$ cat config.mk
export PLATFORM = sky130hd
export DESIGN_NAME = fetch_unpack
export DESIGN_NICKNAME = d
export VERILOG_FILES = /design/src/rtl/fetch_unpack_pkg.sv /design/src/rtl/fetch_lane_pick.sv /design/src/rtl/fetch_unpack.sv
export SDC_FILE = /design/constraint.sdc
export NUM_CORES = 1
export LEC_CHECK = 0
export BUFFER_PORTS_ARGS = -buffer_cell sky130_fd_sc_hd__buf_2
export CAP_MARGIN = 20
export CORE_ASPECT_RATIO = 0.7
export CORE_MARGIN = 2
export CORE_UTILIZATION = 50
export DETAILED_ROUTE_END_ITERATION = 16
export PLACE_DENSITY = 0.88
export SYNTH_ARGS = -nofsm -noshare
export SYNTH_HDL_FRONTEND = slang
export SYNTH_HIERARCHICAL = 1
export SYNTH_SLANG_ARGS = --single-unit
export TNS_END_PERCENT = 10
$ cat constraint.sdc
create_clock -name clk -period 3.6 [get_ports clk]
set_input_delay 0.36 -clock clk [delete_from_list [all_inputs] [get_ports clk]]
set_output_delay 0.36 -clock clk [all_outputs]
set_load 0.005 [all_outputs]
$ cat src/rtl/fetch_unpack_pkg.sv
// Shared fetch geometry for the fetch-unpack slice.
package fetch_unpack_pkg;

   localparam int unsigned NUM_FETCH    = 2;
   localparam int unsigned ICACHE_ALIGN = 4 * NUM_FETCH;
   localparam int unsigned DEPTH_WARP   = 3;
   localparam int unsigned NUM_WARP     = 2 ** DEPTH_WARP;
   localparam int unsigned INST_W       = 32;

   // Index width that stays legal for a single-lane configuration.
   function automatic int unsigned idx_width(input int unsigned n);
      return (n > 1) ? $clog2(n) : 1;
   endfunction

endpackage

$ cat src/rtl/fetch_lane_pick.sv
// Picks the lowest pending lane: one-hot select, binary index and a
// flag saying it is the only pending lane.
module fetch_lane_pick
   import fetch_unpack_pkg::*;
#(
   parameter int unsigned N     = NUM_FETCH,
   parameter int unsigned IDX_W = idx_width(N)
) (
   input  logic [N-1:0]     i_rem,
   output logic [N-1:0]     o_onehot,
   output logic [IDX_W-1:0] o_idx,
   output logic             o_single
);

   logic w_found;

   always_comb begin
      o_onehot = '0;
      o_idx    = '0;
      w_found  = 1'b0;
      for (int i = 0; i < int'(N); i++) begin
         if (i_rem[i] && !w_found) begin
            o_onehot[i] = 1'b1;
            o_idx       = IDX_W'(i);
            w_found     = 1'b1;
         end
      end
   end

   assign o_single = (i_rem != '0) && ((i_rem & ~o_onehot) == '0);

endmodule

$ cat src/rtl/fetch_unpack.sv
// Holds one aligned fetch packet and streams its valid lanes, lowest first,
// one instruction per cycle; a flush of the held warp drops what is left.
module fetch_unpack #(
   parameter int unsigned NUM_FETCH  = fetch_unpack_pkg::NUM_FETCH,
   parameter int unsigned DEPTH_WARP = fetch_unpack_pkg::DEPTH_WARP
) (
   input  logic                    clk,
   input  logic                    rst,
   input  logic                    in_valid,
   output logic                    in_ready,
   input  logic [DEPTH_WARP-1:0]   in_wid,
   input  logic [31:0]             in_pc_aligned,
   input  logic [NUM_FETCH-1:0]    in_mask,
   input  logic [32*NUM_FETCH-1:0] in_data,
   input  logic                    flush_valid,
   input  logic [DEPTH_WARP-1:0]   flush_wid,
   output logic                    out_valid,
   input  logic                    out_ready,
   output logic [31:0]             out_inst,
   output logic [31:0]             out_pc,
   output logic [DEPTH_WARP-1:0]   out_wid,
   output logic                    out_last
);

   import fetch_unpack_pkg::*;

   localparam int unsigned IDX_W = idx_width(NUM_FETCH);

   logic [DEPTH_WARP-1:0]   r_wid;
   logic [31:0]             r_pc;
   logic [32*NUM_FETCH-1:0] r_data;
   logic [NUM_FETCH-1:0]    r_rem;

   logic [NUM_FETCH-1:0] w_rem_next;
   logic [NUM_FETCH-1:0] w_onehot;
   logic [IDX_W-1:0]     w_idx;
   logic                 w_single;
   logic                 w_busy;
   logic                 w_kill;
   logic                 w_fire_in;
   logic                 w_fire_out;
   logic                 w_drop_in;
   logic [31:0]          w_inst;

   fetch_lane_pick #(
      .N     (NUM_FETCH),
      .IDX_W (IDX_W)
   ) u_pick (
      .i_rem    (r_rem),
      .o_onehot (w_onehot),
      .o_idx    (w_idx),
      .o_single (w_single)
   );

   assign w_busy     = |r_rem;
   assign w_kill     = flush_valid && w_busy && (flush_wid == r_wid);
   assign out_valid  = w_busy && !w_kill;
   assign w_fire_out = out_valid && out_ready;
   // Accept while draining the final lane so packets stream without a bubble.
   assign in_ready   = !w_busy || (w_single && out_ready && !w_kill) || w_kill;
   assign w_fire_in  = in_valid && in_ready;
   assign w_drop_in  = flush_valid && (flush_wid == in_wid);

   always_comb begin
      w_inst = '0;
      for (int i = 0; i < int'(NUM_FETCH); i++) begin
         if (w_onehot[i]) w_inst = w_inst | r_data[32*i +: 32];
      end
   end

   assign out_inst = w_inst;
   assign out_pc   = r_pc + (32'(w_idx) << 2);
   assign out_wid  = r_wid;
   assign out_last = w_single;

   always_comb begin
      w_rem_next = r_rem;
      if (w_fire_in) begin
         w_rem_next = w_drop_in ? '0 : in_mask;
      end else if (w_kill) begin
         w_rem_next = '0;
      end else if (w_fire_out) begin
         w_rem_next = r_rem & ~w_onehot;
      end
   end

   always_ff @(posedge clk or posedge rst) begin
      if (rst) begin
         r_rem  <= '0;
         r_wid  <= '0;
         r_pc   <= '0;
         r_data <= '0;
      end else begin
         r_rem <= w_rem_next;
         if (w_fire_in) begin
            r_wid  <= in_wid;
            r_pc   <= in_pc_aligned;
            r_data <= in_data;
         end
      end
   end

endmodule

Word-level counts from Yosys, hierarchy flattened

Cells that the tools add are included.
Widths: inputs -> output; s select.

Logic and storage cells: 37
Bits of input ports: 109
Register bits after elaboration: 101

Reduce and logical (&&, ||, !) cells: 19
Muxes and demuxes: 8
Add/subtract/negate cells: 1
Equal/unequal tests: 2
Bitwise gates (word level): 3

Operator list:

| operator          | count |
|---|---|
| $mux 32           | 2 |
| $add 32x3->32     | 1 |
| $or 32x32->32     | 1 |
| $logic_and 1x1->1 | 10 |
| $mux 2            | 4 |
| $eq 3x3->1        | 2 |
| $logic_not 1->1   | 3 |
| $reduce_bool 3->1 | 1 |
| $and 2x2->2       | 1 |
| $logic_not 2->1   | 1 |
| $logic_or 1x1->1  | 2 |
| $mux 1            | 2 |
| $not 2->2         | 1 |
| $reduce_bool 2->1 | 1 |
| $reduce_or 2->1   | 1 |

Longest topological paths before layout

Depth after elaboration: 14
Mapped depth: 8
Gate-level depth less buffers: 8

Hierarchy

The synthesis kept the hierarchy.

Modules (own cells, without submodules):

| module          | cells each | instances | area an instance (sq um) |
|---|---|---|---|
| fetch_unpack    | 355        | 1         | 5238.8 |
| fetch_lane_pick | 5          | 1         | 35.0 |

Worst setup path after synthesis

No wires, ideal clock.

Path type: flip-flop to output port
Start: reg r_rem[0]
End: out out_pc[16]
Arrival time: 1909 ps
Setup slack: 1331 ps
Path buffers: 0
Stages on the path, launching flop included: 9
Data required time: 3240 ps
Cell sequence: dfrtp_1 > inv_1 > ha_1 > ha_1 > ha_1 > and4_1 > nor3b_2 > nand4_1 > xnor2_1

Longest elaborated chain between the ends: 5

Ends and longest elaborated chain:

| item                     | line                  | RTL |
|---|---|---|
| start: declaration       | fetch_unpack.sv:32    | `logic [NUM_FETCH-1:0] r_rem;` |
| start signal: assignment | fetch_unpack.sv:94    | `r_rem <= w_rem_next;` |
| $mux 1                   | fetch_lane_pick.sv:22 | `if (i_rem[i] && !w_found) begin` |
| $logic_not 1->1          | fetch_lane_pick.sv:22 |  |
| $logic_and 1x1->1        | fetch_lane_pick.sv:22 |  |
| $mux 1                   | fetch_lane_pick.sv:22 |  |
| via w_idx                | fetch_unpack.sv:36    | `logic [IDX_W-1:0] w_idx;` |
| $add 32x3->32            | fetch_unpack.sv:72    | `assign out_pc = r_pc + (32'(w_idx) << 2);` |
| end: declaration         | fetch_unpack.sv:20    | `output logic [31:0] out_pc,` |

The timed path passes the listed nets, and every way through them passes these cells.

Final worst setup path

Start: reg r_rem[0]
End: out out_pc[26]

Same word-level chain as after synthesis.

==> results by group <==
Outcome
  – Status: finished clean

Die
  – Die area: ~0.011 sq mm
  – Placeable Area: 0.0103 sq mm
  – Width of the die: 127 um
  – Die Height: around 90 um
  – # rows: 31
  – I/O pins: approximately 180
  – Initial Util: 51.1%

Finish
  – Design area: around 0.0065 sq mm
  – # nets final: 645
  – Proportion of layout cells with a drive suffix above 1: approximately 57%
  – Synthesis-to-layout area growth: 23.1%
  – Layout Cells excl Fill: 671

Clock tree
  – Clk slew on worst S/H paths: 0.07 ns
  – CTS max path bufs: 2
  – Clk_lat worst skew: around 0.34 ns
  – CTS Hold Bufs: 0
  – CTS Buf Count: 9
  – Root Buffer: clkbuf_16
  – # clock sinks: about 100
  – CTS resizes: 0
  – CTS tree: yes
  – # Post-CTS Setup Buffers: 0
  – Htree depth: 3

Power and ir drop
  – Internal Power: 0.00411 W
  – Pwr Total: just over 0.006 W
  – Leak: approximately 3.3 nW
  – Power density over cell area: 944 mW/mm^2
  – Switching power share of the total: 32.9%
  – Max rail drop VDD: roughly 0.44 mV
  – Flop pwr share: 36.4%
  – Clock power frac: 18.5%
  – Combinational share of power: 45.1%
  – Psw: 0.00201 W

STA
  – Hold slack: between 0.03 and 0.04 ns
  – Fin crit share: 87.3%
  – Setup TNS: 0 ns
  – Unrepaired setup endpoints after global routing: false
  – Post-route minimum period: 3.14 ns
  – Slew HR: around 56%
  – Worst-margin pin slew: 0.661 ns
  – Final setup fails: 0
  – Slew Viols, Final: 0
  – Setup Skew: 0.0125 ns
  – FMAX: roughly 0.32 GHz
  – Final hold vios: 0

Place
  – Post-DP Area: 0.00611 sq mm
  – Placed cell count: about 650
  – Routability cong.: 0.814
  – Port-buffer cells: 178
  – Post-detail-place hpwl: 8470 um

Setup path
  – FF-to-FF setup slack: roughly 1.3 ns
  – Crit path max fanout: 9
  – CP arrival: 2.78 ns
  – CP Launch Type: flop
  – Worst flop-to-flop path startpoint: r_rem[0]
  – Critical R2R Capture: r_data[2]
  – Worst Path Required: 3.24 ns
  – Setup CP Type: flop to output pin
  – R2R cell count: 6
  – CP Capture Type: output pin

Synthesis
  – Synth top area cells: dfrtp_1 (48%), mux2_4 (25%), a22o_1 (5.3%), xnor2_1 (5.0%), buf_12 (3.8%)
  – Post-Syn Area: 0.00527 sq mm
  – Synth top area share: 47.9%
  – Seq/Total Area, Yosys: 47.9%
  – Cell variety after synth: 30
  – Most frequent cell after synthesis: dfrtp_1
  – FF+latch count, synth: 101
  – Synth Warn #: 6
  – Ys async rst share: 100%
  – Top cells by count, synth: dfrtp_1 (101), mux2_4 (88), a22o_1 (32)
  – Post-synth EDFFs: 0
  – Top FF cell, synth: dfrtp_1
  – Area leader, netlist: dfrtp_1
  – Synth Net Count: 472
  – Gate Count Post-Synth: 360
  – Avg Cell Area, Syn: 14.6 sq um

Drt
  – # DRC: 0
  – WL per Instance: 17.5 um
  – First-pass DRT Iterations: 4
  – Number of nets with antenna violations after routing: 0
  – Drt initial violations: 138
  – Via Count: about 3.5k
  – Vias per cell: roughly 5.3
  – Final WL: 11700 um

Global route
  – Initial antenna violation count: 1
  – GRT overflow: 0
  – Number of global-route vias before repair: 3779
  – Total routing usage reported by global routing: 21.3%
  – Largest net degree at the start of global routing: between 80 and 90
  – First-pass GRT wire length: about 19000 um

Run
  – Max-cap violations: 0

Min path
  – Worst Hold Class: input pin to async pin
cells by family after synthesis:
family / Yosys count / share of synthesized area [%]
xor+xnor: 34 / 5.65
buf+inv: 28 / 5.46
compound gates: 36 / 6.00
simple gates: 58 / 6.67
flops: 101 / 47.9
mux: 100 / 27.6
fa+ha+maj: 3 / 0.712
state kept, by name, indices dropped and copies added, names as in the netlist:
name and cells:
r_data 64, r_pc 32, out_wid 3, r_rem 2
critical path, stage by stage, from the launching register on:
cell	delay (ns)
dfrtp_1	0.38
inv_1	0.07
ha_1	0.18
ha_1	0.20
ha_1	0.20
and4_1	0.28
nor3b_2	0.56
nand4_1	0.21
xnor2_1	0.21
buf_2	0.14
layer usage:
metal / global-route usage, % / share of wire [%] / vias to the layer above
met4: 5.04 / 1.2 / 0
met5: 0 / 0 / -
li1: - / - / 1649
met3: 6.37 / 6.7 / 10
met2: 34.9 / 48 / 144
met1: 28.0 / 44 / 1726
power groups by stage:
stage	Sequential [W]	Clock, W	Combinational, W
after floorplan	0.00209	0	0.00221
after global placement	0.00218	0	0.00270
after detailed placement	0.00223	0	0.00278
after CTS	0.00222	0.00116	0.00280
after global routing	0.00230	0.00121	0.00297
final	0.00223	0.00113	0.00276
layout by cell type, fill, tap and decap left out:
master     instances
a21o_1             2
a22o_1            32
and2_1             1
and3_1             3
and4_1             3
and4_4             1
buf_16             1
buf_2            178
buf_4              7
bufinv_16          3
clkbuf_16          9
dfrtp_1          101
diode_2            1
ha_1               3
inv_1              3
inv_4              1
inv_6              4
mux2_2            11
mux2_4            88
mux2i_1            1
nand2_1           11
nand2b_1           1
nand3_1           15
nand4_1           13
nand4_4            1
nor2_1             5
nor3_1             1
nor3b_2            1
nor4_4             1
o21ai_0            1
o21ai_4            1
or2_2              1
xnor2_1           30
xor2_1             4
stage by stage:
step	utilization (%)	setup WS [ns]
after detailed placement	59.2	0.856
final	62.9	0.457
after CTS	62.6	0.456
after global routing	62.9	0.238
after floorplan	-	0.593
after global placement	59.2	0.980
layout make-up:
type                       count  area (sq um)
antenna                        1          2.50
clock buffer                   9           225
clock inverter                 7           125
fill                         805          3820
inverter                       4          17.5
multi-input combinational    231          2460
sequential                   101          2530
tap                          132           165
timing repair buffer         186           971
how the worst max path moves through the flow:
stage	from	to	slack (ns)
after floorplan	rst	out_wid[0]	0.59
after global placement	r_rem[0]	out_pc[26]	0.98
after detailed placement	r_rem[0]	out_pc[26]	0.86
after CTS	r_rem[0]	out_pc[26]	0.46
after global routing	r_rem[0]	out_pc[16]	0.24
final	r_rem[0]	out_pc[26]	0.46
(Power assumes the default switching activity.)
